==> src/rtl/ctrl_pkg.sv <==
// ctrl_pkg: shared types and constants for the I2S transceiver APB driver.
//   state_e     - APB master FSM states (IDLE, SETUP, ACCESS)
//   op_e        - operation selected in IDLE (OP_CTRL, OP_STAT, OP_TX, OP_RX)
//   FLAG_*      - bit positions inside the status flag nibble
//   FLAGS_RESET - flag shadow value held until the first status read
//   op_is_write - 1 for operations that drive pwrite
package ctrl_pkg;

  typedef enum logic [1:0] {
    IDLE   = 2'd0,
    SETUP  = 2'd1,
    ACCESS = 2'd2
  } state_e;

  typedef enum logic [1:0] {
    OP_CTRL = 2'd0,
    OP_STAT = 2'd1,
    OP_TX   = 2'd2,
    OP_RX   = 2'd3
  } op_e;

  // Status nibble layout: {Tx_full, Tx_empty, Rx_full, Rx_empty}
  localparam int FLAG_RX_EMPTY = 0;
  localparam int FLAG_RX_FULL  = 1;
  localparam int FLAG_TX_EMPTY = 2;
  localparam int FLAG_TX_FULL  = 3;

  // Tx_full asserted so nothing is pushed before the first status read.
  localparam logic [3:0] FLAGS_RESET = 4'b1010;

  function automatic logic op_is_write(input op_e op);
    return (op == OP_CTRL) || (op == OP_TX);
  endfunction

endpackage

==> src/rtl/poll_timer.sv <==
// poll_timer: down-counter that paces status re-polls while the driver idles.
//   pclk      in  clock
//   preset    in  async active-low reset (count -> 0)
//   i_load    in  reload the counter with i_load_val
//   i_load_val in  reload value (idle cycles - 1)
//   i_enable  in  count one idle cycle
//   o_expire  out terminal count reached while enabled
module poll_timer
#(
  parameter int WIDTH = 2
) (
  input  logic             pclk,
  input  logic             preset,
  input  logic             i_load,
  input  logic [WIDTH-1:0] i_load_val,
  input  logic             i_enable,
  output logic             o_expire
);

  logic [WIDTH-1:0] r_count;

  always_ff @(posedge pclk or negedge preset) begin
    if (!preset) begin
      r_count <= '0;
    end else if (i_load) begin
      r_count <= i_load_val;
    end else if (i_enable && (r_count != '0)) begin
      r_count <= r_count - WIDTH'(1);
    end
  end

  // Expire is combinational so the re-poll can be granted in the same
  // IDLE cycle the count runs out.
  assign o_expire = i_enable && (r_count == '0);

endmodule

==> src/rtl/i2s_apb_driver.sv <==
// i2s_apb_driver: APB master that services an I2S transceiver's register map.
// Forwards control words and Tx samples as APB writes, drains the Rx FIFO
// with APB reads, and keeps a shadow of the transceiver status flags that is
// refreshed after every FIFO access and periodically while idle.
//   pclk, preset                  clock, async active-low reset
//   psel/penable/pwrite/paddr/pwdata, prdata, pready   APB master port
//   cfg_valid/cfg_data/cfg_ready  control word handshake
//   tx_valid/tx_data/tx_ready     Tx sample handshake
//   rx_valid/rx_data/rx_ready     Rx sample handshake
//   busy                          APB transfer in progress
//
// state  | meaning
// IDLE   | no transfer; pick next operation by priority
// SETUP  | psel=1, penable=0, address/data registered
// ACCESS | psel=1, penable=1, wait for pready
module i2s_apb_driver
  import ctrl_pkg::*;
#(
  parameter logic [31:0] CTRL_ADDR = 32'h0,
  parameter logic [31:0] TX_ADDR   = 32'h4,
  parameter logic [31:0] RX_ADDR   = 32'h8,
  parameter logic [31:0] STAT_ADDR = 32'hC,
  parameter int          POLL_GAP  = 4
) (
  input  logic        pclk,
  input  logic        preset,
  output logic        psel,
  output logic        penable,
  output logic        pwrite,
  output logic [31:0] paddr,
  output logic [31:0] pwdata,
  input  logic [31:0] prdata,
  input  logic        pready,
  input  logic        cfg_valid,
  input  logic [31:0] cfg_data,
  output logic        cfg_ready,
  input  logic        tx_valid,
  input  logic [31:0] tx_data,
  output logic        tx_ready,
  output logic        rx_valid,
  output logic [31:0] rx_data,
  input  logic        rx_ready,
  output logic        busy
);

  localparam int GAP_W = (POLL_GAP < 2) ? 1 : $clog2(POLL_GAP);
  // The grant itself happens in the last counted IDLE cycle, hence -1.
  localparam logic [GAP_W-1:0] GAP_LOAD = (POLL_GAP == 0) ? '0 : GAP_W'(POLL_GAP - 1);

  state_e      r_state;
  op_e         r_op;
  logic        r_psel;
  logic        r_penable;
  logic        r_pwrite;
  logic [31:0] r_paddr;
  logic [31:0] r_pwdata;
  logic        r_cfg_ready;
  logic        r_tx_ready;
  logic        r_rx_valid;
  logic [31:0] r_rx_data;
  logic [3:0]  r_flags;
  logic        r_stale;

  logic        w_is_idle;
  logic        w_cfg_pend;
  logic        w_tx_pend;
  logic        w_rx_pend;
  logic        w_poll_en;
  logic        w_poll_expire;
  logic        w_stat_due;
  logic        w_grant;
  op_e         w_op;
  logic [31:0] w_addr;
  logic [31:0] w_wdata;
  logic        w_unused_flags;

  always_comb begin
    w_is_idle = (r_state == IDLE);
    // A source still shows valid during its ready cycle; that word is
    // already consumed and must not be sent twice.
    w_cfg_pend = cfg_valid && !r_cfg_ready;
    w_tx_pend  = tx_valid && !r_tx_ready && !r_flags[FLAG_TX_FULL];
    w_rx_pend  = !r_flags[FLAG_RX_EMPTY] && (!r_rx_valid || rx_ready);
    w_poll_en  = w_is_idle && !r_stale && !w_cfg_pend && !w_tx_pend && !w_rx_pend;
    w_stat_due = r_stale || w_poll_expire;
    w_grant    = w_is_idle && (w_cfg_pend || w_stat_due || w_tx_pend || w_rx_pend);

    w_op = OP_RX;
    if (w_cfg_pend) begin
      w_op = OP_CTRL;
    end else if (w_stat_due) begin
      w_op = OP_STAT;
    end else if (w_tx_pend) begin
      w_op = OP_TX;
    end

    w_addr  = STAT_ADDR;
    w_wdata = '0;
    case (w_op)
      OP_CTRL: begin
        w_addr  = CTRL_ADDR;
        w_wdata = cfg_data;
      end
      OP_TX: begin
        w_addr  = TX_ADDR;
        w_wdata = tx_data;
      end
      OP_RX:   w_addr = RX_ADDR;
      default: w_addr = STAT_ADDR;
    endcase
  end

  poll_timer #(
    .WIDTH (GAP_W)
  ) u_poll_timer (
    .pclk       (pclk),
    .preset     (preset),
    .i_load     (w_grant),
    .i_load_val (GAP_LOAD),
    .i_enable   (w_poll_en),
    .o_expire   (w_poll_expire)
  );

  always_ff @(posedge pclk or negedge preset) begin
    if (!preset) begin
      r_state     <= IDLE;
      r_op        <= OP_STAT;
      r_psel      <= 1'b0;
      r_penable   <= 1'b0;
      r_pwrite    <= 1'b0;
      r_paddr     <= '0;
      r_pwdata    <= '0;
      r_cfg_ready <= 1'b0;
      r_tx_ready  <= 1'b0;
      r_rx_valid  <= 1'b0;
      r_rx_data   <= '0;
      r_flags     <= FLAGS_RESET;
      r_stale     <= 1'b1;
    end else begin
      r_cfg_ready <= 1'b0;
      r_tx_ready  <= 1'b0;
      if (r_rx_valid && rx_ready) r_rx_valid <= 1'b0;
      if (w_poll_expire) r_stale <= 1'b1;

      case (r_state)
        IDLE: begin
          if (w_grant) begin
            r_state   <= SETUP;
            r_op      <= w_op;
            r_psel    <= 1'b1;
            r_penable <= 1'b0;
            r_pwrite  <= op_is_write(w_op);
            r_paddr   <= w_addr;
            r_pwdata  <= w_wdata;
          end
        end
        SETUP: begin
          r_state   <= ACCESS;
          r_penable <= 1'b1;
        end
        ACCESS: begin
          if (pready) begin
            r_state   <= IDLE;
            r_psel    <= 1'b0;
            r_penable <= 1'b0;
            case (r_op)
              OP_CTRL: r_cfg_ready <= 1'b1;
              OP_STAT: begin
                r_flags <= prdata[3:0];
                r_stale <= 1'b0;
              end
              OP_TX: begin
                r_tx_ready <= 1'b1;
                r_stale    <= 1'b1;
              end
              OP_RX: begin
                // New data wins over a same-cycle consume, so rx_valid stays 1.
                r_rx_data  <= prdata;
                r_rx_valid <= 1'b1;
                r_stale    <= 1'b1;
              end
              default: r_stale <= 1'b1;
            endcase
          end
        end
        default: r_state <= IDLE;
      endcase
    end
  end

  // Rx_full and Tx_empty are shadowed with the rest of the nibble but do not
  // gate any operation.
  assign w_unused_flags = r_flags[FLAG_RX_FULL] ^ r_flags[FLAG_TX_EMPTY];

  assign psel      = r_psel;
  assign penable   = r_penable;
  assign pwrite    = r_pwrite;
  assign paddr     = r_paddr;
  assign pwdata    = r_pwdata;
  assign cfg_ready = r_cfg_ready;
  assign tx_ready  = r_tx_ready;
  assign rx_valid  = r_rx_valid;
  assign rx_data   = r_rx_data;
  assign busy      = (r_state != IDLE);

endmodule

==> config.mk <==
export PLATFORM = sky130hd
export DESIGN_NAME = i2s_apb_driver
export DESIGN_NICKNAME = d
export VERILOG_FILES = /design/src/rtl/ctrl_pkg.sv /design/src/rtl/poll_timer.sv /design/src/rtl/i2s_apb_driver.sv
export SDC_FILE = /design/constraint.sdc
export NUM_CORES = 1
export LEC_CHECK = 0
export ABC_AREA = 1
export CORE_MARGIN = 1.5
export CORE_UTILIZATION = 36
export CTS_CLUSTER_DIAMETER = 80
export DETAILED_ROUTE_END_ITERATION = 6
export PLACE_DENSITY = 0.82
export SETUP_SLACK_MARGIN = 0.15
export SLEW_MARGIN = 10
export SYNTH_ARGS = -nofsm -noshare
export SYNTH_HDL_FRONTEND = slang
export SYNTH_SLANG_ARGS = --single-unit
export TNS_END_PERCENT = 20
==> constraint.sdc <==
create_clock -name pclk -period 2.1 [get_ports pclk]
set_input_delay 0.21 -clock pclk [delete_from_list [all_inputs] [get_ports pclk]]
set_output_delay 0.21 -clock pclk [all_outputs]
set_load 0.03 [all_outputs]
* Yosys cells after proc, flatten, opt, wreduce, memory -nomap -nowiden
Index checks and enable logic that the tools add are counted. Widths: inputs -> output; s select.
Storage, ports and cells: register bits 113, output and inout port bits 103, logic and storage cells 96, bits of input ports 102
Cells by class: equal/unequal tests 9, add/subtract/negate cells 1, muxes and demuxes 29, reductions and logical operators 43
Operators by type and width (count):
- $pmux 32 s2 | 1
- $mux 1 | 17
- $logic_and 1x1->1 | 12
- $mux 2 | 6
- $pmux 4 s3 | 1
- $reduce_and 3->1 | 4
- $eq 2x2->1 const B | 5
- $logic_not 1->1 | 9
- $logic_not 2->1 | 4
- $reduce_bool 2->1 | 4
- $logic_or 1x1->1 | 6
- $pmux 2 s3 | 1
- $eq 2x1->1 const B | 2
- $pmux 1 s2 | 2
- $reduce_and 2->1 | 2
- $pmux 1 s3 | 1
- $reduce_bool 3->1 | 1
- $ne 2x1->1 const B | 1
- $ne 2x2->1 const B | 1
- $reduce_or 2->1 | 1
- $sub 2x1->2 const B | 1

* Depth between registers and ports, before layout
word-level depth 14, mapped depth 14, depth with buffers taken out 13

* Cells and area by module
Synthesis repeated with hierarchy kept, for this count alone.
Unflattened totals: cells, all modules 579, area total of the unflattened synthesis 4314.1 µm²
By module, submodules not included:
- i2s_apb_driver | cells each 558, sequential area each 1980.6 µm², instances 1, area an instance 4179.0 µm²
- poll_timer | cells each 21, sequential area each 50.0 µm², instances 1, area an instance 135.1 µm²

* Worst setup path after synthesis
No wires, ideal clock.
path type register to register, start point register r_cfg_ready, in the netlist cfg_ready, end point register r_pwdata[0], in the netlist pwdata[0], buffers on the path 2, arrival 2.091 ns, setup time 0.117 ns, path slack -0.108 ns, required time 1.983 ns, clock period less this slack 2.208 ns, cell stages (with the launch flop) 14, path through dfrtp_1 inv_1 nand2_1 nand3_2 nor2_4 nand2_1 nand3_1 nand2_2 buf_4 ha_1 clkbuf_1 a22o_1 nand3_2 nand2_1
On the way: longest elaborated chain between the ends 13, elaborated cells on any way between the ends 18, those cells by class eq/ne (1); mux (3); reduce/logical (14)
Ends and longest elaborated chain:
- start: declaration | RTL line i2s_apb_driver.sv:57 | logic r_cfg_ready;
- start signal: assignment | RTL line i2s_apb_driver.sv:133 | r_cfg_ready <= 1'b0;
- start signal: assignment | RTL line i2s_apb_driver.sv:140 | r_cfg_ready <= 1'b0;
- start signal: assignment | RTL line i2s_apb_driver.sv:167 | OP_CTRL: r_cfg_ready <= 1'b1;
- $logic_not 1->1 * | RTL line i2s_apb_driver.sv:81 | w_cfg_pend = cfg_valid && !r_cfg_ready;
- $logic_and 1x1->1 * | RTL line i2s_apb_driver.sv:81
- parallel branches: the longest is 11 deep, another holds $pmux 32 s2
- end signal: assignment | RTL line i2s_apb_driver.sv:154 | r_pwdata <= w_wdata;
- end: declaration | RTL line i2s_apb_driver.sv:56 | logic [31:0] r_pwdata;
Every way passes the cells marked *. A chain may end at the register's enable or synchronous reset.

* Final worst setup path
start point register r_flags[3], end point register r_pwdata[8], in the netlist pwdata[8]
On the way: elaborated cells on any way between the ends 18, those cells by class eq/ne (1); mux (4); reduce/logical (13)
RTL lines:
- start: declaration | RTL line i2s_apb_driver.sv:61 | logic [3:0] r_flags;
- start signal: assignment | RTL line i2s_apb_driver.sv:169 | r_flags <= prdata[3:0];
- $logic_not 1->1 * | RTL line i2s_apb_driver.sv:82 | w_tx_pend = tx_valid && !r_tx_ready && !r_flags[FLAG_TX_FULL];
- $logic_and 1x1->1 * | RTL line i2s_apb_driver.sv:82
- $logic_not 1->1 * | RTL line i2s_apb_driver.sv:84 | w_poll_en = w_is_idle && !r_stale && !w_cfg_pend && !w_tx_pend && !w_rx_pend;
- $logic_and 1x1->1 * (2 in a row) | RTL line i2s_apb_driver.sv:84
- $logic_and 1x1->1 * | RTL line poll_timer.sv:34 | assign o_expire = i_enable && (r_count == '0);
- $logic_or 1x1->1 * | RTL line i2s_apb_driver.sv:85 | w_stat_due = r_stale || w_poll_expire;
- $mux 2 * | RTL line i2s_apb_driver.sv:91 | end else if (w_stat_due) begin
- $mux 2 * | RTL line i2s_apb_driver.sv:89 | if (w_cfg_pend) begin
- named net w_op[1] | RTL line i2s_apb_driver.sv:72 | op_e w_op;
- $eq 2x2->1 or $logic_not 2->1 (tied branches) | RTL line i2s_apb_driver.sv:99 | case (w_op)
- $pmux 32 s2 * | RTL line i2s_apb_driver.sv:99
The timed path passes the listed nets; every way through them passes the cells marked *.

==> summary.txt <==
Outcome
  – Outcome: finished, final reports clean

STA
  – Worst slew margin: 0.583
  – Pins Over Slew Limit: 0
  – Clock Skews: 0.00630 ns
  – Final WS setup: 0.132 ns
  – Setup Viol. Count Final: 0
  – Fin crit period: 1.97 ns
  – Smallest hold slack: 0.328 ns
  – Final Hold Fails: 0
  – Worst slew pin tran: 0.620 ns
  – Peak Freq: 508 MHz
  – Tcrit/Tclk final: 0.937
  – RSZ-0062 raised after global routing: true

Drt
  – DR vias: 3639
  – Post-DR wirelength/cell: 14.8 um
  – Final ANT Viol Nets: 0
  – DRT iter0 DRCs: 175
  – Vias/cell: 4.73
  – Drt first pass iters: 4
  – DR DRC count: 0
  – WL final: 11400 um

Power and ir drop
  – Pwr Density: 1460 nW/um^2
  – Worst vdd ir: 0.773 mV
  – Total Power: 9.05 mW
  – Leak: 2.88 nW

Floorplan
  – Number of cell rows: 38
  – Core area: 10900 um^2
  – Die ar.: 11800 um^2
  – Chip width: 109 um
  – Die Span Y: 109 um
  – Initial core utilization: 0.369
  – Top Ports: 205

Setup path
  – Crit path buffers/inverters: 3
  – CP Data Arrival Time: 2.21 ns
  – Crit start category: register
  – Worst path required time: 2.34 ns
  – Most used cell, CP: nand2_2
  – CP cell instances: inv_2, nand3_2, nand2_2, nor2_4, nand2_2, nand2_2, nor2_2, buf_6, ha_4, clkbuf_16, a22o_1, nand3_2, nand2_1
  – Kind of critical path: reg2reg
  – CP max FO: 6
  – Crit-path leading delay family: simple AND/OR/NAND/NOR gates
  – CP max stage delay: 0.54 ns
  – Setup crit end kind: register
  – Slowest CP cell: dfstp_2

Clock network
  – Total CTS buffers: 9
  – Root Buffer: clkbuf_8
  – Worst skew pair latency: 0.35 ns
  – CTS tree: yes
  – H-tree depth: 3
  – TritonCTS Sinks: 81
  – Clock Path Buffers: 2
  – Clock slew at reported path FFs: 0.08 ns

Place
  – Dpl ws: -0.132 ns
  – DP Cell Count: 740
  – Port bufs: 174
  – RePlAce Congestion: 0.781
  – HPWL Detailed: 7780 um

Global route
  – Largest net degree at the start of global routing: 35
  – Vias in the first global route: 3555
  – First-pass GRT wire length: 17200 um
  – Total GRT Usage: 0.189
  – Grt ovf: 0
  – Initial antenna violation count: 0

Yosys
  – Yosys top cell area share: 0.485
  – Synth Register Bits: 81
  – Syn avg cell area: 9.14 um^2
  – YS warnings: 0
  – Cell Area, Synth: 4020 um^2
  – Largest cells by area after synthesis: dfrtp_1, nand2_1, a22o_1
  – Register area share after synthesis: 0.505
  – Synth Instances: 440
  – Biggest area consumer among synthesized cells: dfrtp_1
  – Synth cell types: 24

Finish
  – Leading cell types in the layout, fill and taps excluded: clkdlybuf4s50_1, nand2_1, dfrtp_1
  – Layout cells sized above 1: 0.143
  – Antenna cells: 0
  – Commonest non-fill, non-tap cell in the layout: clkdlybuf4s50_1
  – Layout area overhead: 53.9%
  – Final Non-Filler Cells: 769
  – Layout Nets: 729
  – Util after Layout: 0.568

Flow run
  – Max_cap viols: 0

Hold path
  – Worst min path class: in2async
## worst register-to-register path: stages, from the launching register on
cell and delay, ns:
dfstp_2 0.54, inv_2 0.04, nand3_2 0.06, nand2_2 0.08, nor2_4 0.14, nand2_2 0.08
nand2_2 0.08, nor2_2 0.05, buf_6 0.11, ha_4 0.19, clkbuf_16 0.17, a22o_1 0.20
nand3_2 0.08, nand2_1 0.05
## final timing paths
kind / from / to / slack (ns) / cells after the start
worst max-delay path: r_flags[3] / pwdata[8] / 0.13 / 13
worst min-delay path: preset / rx_data[6] / 0.33 / 2
worst max register to register: r_flags[3] / pwdata[8] / 0.13 / 13
worst min register to register: pwdata[13] / pwdata[13] / 0.48 / 2
max in group asynchronous: preset / pwdata[2] / 1.16 / 3
min in group pclk: prdata[27] / rx_data[27] / 0.39 / 3
## layout make-up
| type | count | area [um^2] |
|---|---|---|
| tap | 140 | 175 |
| inverter | 24 | 90.1 |
| fill | 955 | 4700 |
| sequential | 81 | 2040 |
| clock inverter | 5 | 55.1 |
| multi-input combinational | 308 | 1650 |
| clock buffer | 11 | 141 |
| timing repair buffer | 200 | 2040 |
## flip-flops by register name (all words and copies together), names as in the netlist
name and count:
tx_ready 1, r_flags 2, pwdata 32, pwrite 1, u_poll_timer.r_count 2, r_op 2
penable 1, rx_data 32, rx_valid 1, r_state 2, cfg_ready 1, psel 1
r_stale 1, paddr 2
## logic make-up (layout without fill, tap and decap cells)
group	after synthesis	in the layout	synth area share
and+or+nand+nor	201	201	0.237
DFF	81	81	0.505
buffers and inverters	80	240	0.124
AOI/OAI and AO/OA	74	74	0.123
adders and majority gates	3	3	0.00934
other	1	30	0.000933
## cells in the mapped netlist, drive strengths merged
library cell,count
a21oi,1
nand2,153
nor4,2
o21bai,1
ha,3
buf,44
dfstp,3
nand3,39
dfrtp,78
conb,1
o21ai,39
clkbuf,12
nor2,6
a31oi,1
a22o,32
inv,24
nor3,1
## through the flow
step	area, um^2	setup TNS (ns)
6_report	6190	0
3_3_place_gp	5820	-0.566
4_1_cts	6130	0
5_1_grt	6190	0
2_1_floorplan	4240	0
3_5_place_dp	5820	-3.33
## report_power, final
part	total [mW]	leakage [nW]	internal, mW	switching [mW]
combinational	5.21	1.75	2.10	3.11
clock	1.15	0.0953	0.578	0.568
sequential	2.69	1.03	2.29	0.399
total	9.05	2.88	4.98	4.08
## metal layers
| metal | track usage | part of all wire |
|---|---|---|
| met1 | 0.217 | 0.39 |
| met2 | 0.329 | 0.50 |
| met3 | 0.0705 | 0.10 |
| met4 | 0.0564 | 0.011 |
| met5 | 0 | 0 |
## what timing repair did
item,4_1_cts,5_1_grt
setup endpoints to repair,32,32
hold endpoints to repair,25,0
hold buffers,1,0
resized for setup,4,3
setup buffers,7,4
pin swaps,2,7
cloned,0,1
No activity file was read; power rests on OpenSTA's default activity.
==> variant (same settings) <==
Register the input `cfg_data` before use, with the module's reset. The logic sees it one clock later. The other inputs are not delayed to match.
--- a/src/rtl/i2s_apb_driver.sv
+++ b/src/rtl/i2s_apb_driver.sv
@@ -48,4 +48,14 @@
   localparam logic [GAP_W-1:0] GAP_LOAD = (POLL_GAP == 0) ? '0 : GAP_W'(POLL_GAP - 1);
 
+  logic [31:0] cfg_data_q;
+
+  always_ff @(posedge pclk or negedge preset) begin
+    if (!preset) begin
+      cfg_data_q <= '0;
+    end else begin
+      cfg_data_q <= cfg_data;
+    end
+  end
+
   state_e      r_state;
   op_e         r_op;
@@ -100,5 +110,5 @@
       OP_CTRL: begin
         w_addr  = CTRL_ADDR;
-        w_wdata = cfg_data;
+        w_wdata = cfg_data_q;
       end
       OP_TX: begin
Function: changed (a bounded check fails within 4 cycles, from zero or initial values and one cycle with preset low).
==> variant against the original RTL <==
  * Clock power increased by 110%
  * Die area up 21%
  * Sequential cell count is 32 higher
  * Cell area rose by 17%
  * Sequential power rose by 28%
  * Area after synthesis grew 21%
  * Via count fell by 2.8%
  * Global-route usage is 1.7 points lower
  * Hold slack worse by 0.086 ns
  * Total power is 22% higher
  * Wire length increased by 4.3%
  * Setup slack better by 0.051 ns
  * Count of clock-buffer cells in the layout rose by 13
  * Highest routed layer unchanged
==> variant: results (changes against the original RTL) <==
Run status
  – Status: completed

Finish
  – Register cell area after layout: 2840 um^2 (+39%)
  – Layout cell share with drive strength beyond 1: 20.1% (+5.8 points)
  – Non-clk bufs: 191 (-4.5%)
  – Clk cell area share: 6.63% (+3.5 points)
  – CLK BUF: 24 (+13)
  – NumNets Final: 691 (-5.2%)
  – Buffering overhead: 26.6% (-6.3 points)
  – Area of the multi-input gates: 1720 um^2 (+4.1%)
  – Inverters: 20 (-17%)
  – Comb_multi_in: 243 (-21%)
  – Synthesis-to-finish area growth: 49.1%
  – Filler cell count: 1128 (+18%)

Clock network
  – Post-CTS sizing: 0 (-4)
  – H-tree depth: 4 (+1)
  – Root Buffer: clkbuf_16
  – Clock slew at reported path FFs: 0.05 ns (-0.03 ns)
  – Later-pin clock latency in the skew report: 0.40 ns (+0.05 ns)
  – Post-CTS Setup Repair Bufs: 2 (-5)

STA
  – Max_slew headroom: 52.1% (-6.2 points)
  – Final Skew: 0.00689 ns (+0.000586 ns)

Logic synthesis
  – Unique masters post-synth: 30 (+25%)
  – #FFs+latches synth: 113 (+40%)
  – Multiplexer share of the synthesized area: 9.70% (+9.7 points)
  – Synth Area in Compound Gates: 7.03% (-5.3 points)
  – Commonest cells post-synth: dfrtp_1 (110), nand2_1 (75), a22o_1 (32)
  – Avg Inst Size Synth: 12.3 um^2 (+35%)
  – Synth area leaders: dfrtp_1 (56%), mux2_4 (9.2%), nand2_1 (5.8%)
  – Sequential element share of the synthesized area: 58.1% (+7.6 points)

Placed design
  – Placement Cell Area: 6680 um^2 (+15%)
  – Pre-CTS setup slack: -0.107 ns (+0.0246 ns)
  – Hpwl dp: 8190 um (+5.2%)
  – Final Wtd Congestion: 0.802 (+2.7%)
  – Total placed cells including tap cells: 736 (-0.54%)

Critical path
  – CP peak stage delay: 0.52 ns (-0.02 ns)
  – Max FO, Critical Path: 16 (+10)
  – Family with the most delay on the worst path: simple AND/OR/NAND/NOR gates

Detailed routing
  – DR iter-0 viols: 132 (-25%)
  – Via density: 4.60 (-2.8%)
  – Total wire length: 11900 um (+4.3%)

Global route
  – M3 GR Usage: 6.08% (-0.97 points)
  – Met1 usage: 19.9% (-1.8 points)
  – First-pass GRT wire length: 19000 um (+11%)
  – Total global-route track usage: 17.3% (-1.7 points)
  – Met2 Use GR: 29.8% (-3.1 points)

Power
  – Lkg Pwr: 3.37 nW (+17%)
  – Maximum VDD drop: 0.000699 V (-9.5%)

Floorplanning
  – Rows: 42 (+11%)
-- variant: power by group through the flow --
stage	Sequential [mW]	Clock [mW]	Combinational, mW
3_3_place_gp	3.42	0	4.99
6_report	3.45	2.37	5.21
3_5_place_dp	3.46	0	5.08
5_1_grt	3.54	2.56	5.54
4_1_cts	3.45	2.43	5.17
2_1_floorplan	4.64	0	2.12
-- variant: path summary, 6_finish.rpt --
path                        startpoint        endpoint  slack [ns]  cells after the start
setup / recovery            r_flags[3]      pwdata[14]        0.18                     12
hold / removal             cfg_data[8]   cfg_data_q[8]        0.24                      1
setup reg to reg            r_flags[3]      pwdata[14]        0.18                     12
hold reg to reg                   psel            psel        0.47                      2
max in group asynchronous       preset  cfg_data_q[21]        1.13                      3
min in group asynchronous       preset        tx_ready        0.26                      2
-- variant: routing by layer --
layer	wire length, um	vias to the layer above
li1	-	1645
met1	4750	1690
met2	6050	189
met3	906	13
met4	175	0
met5	0	-
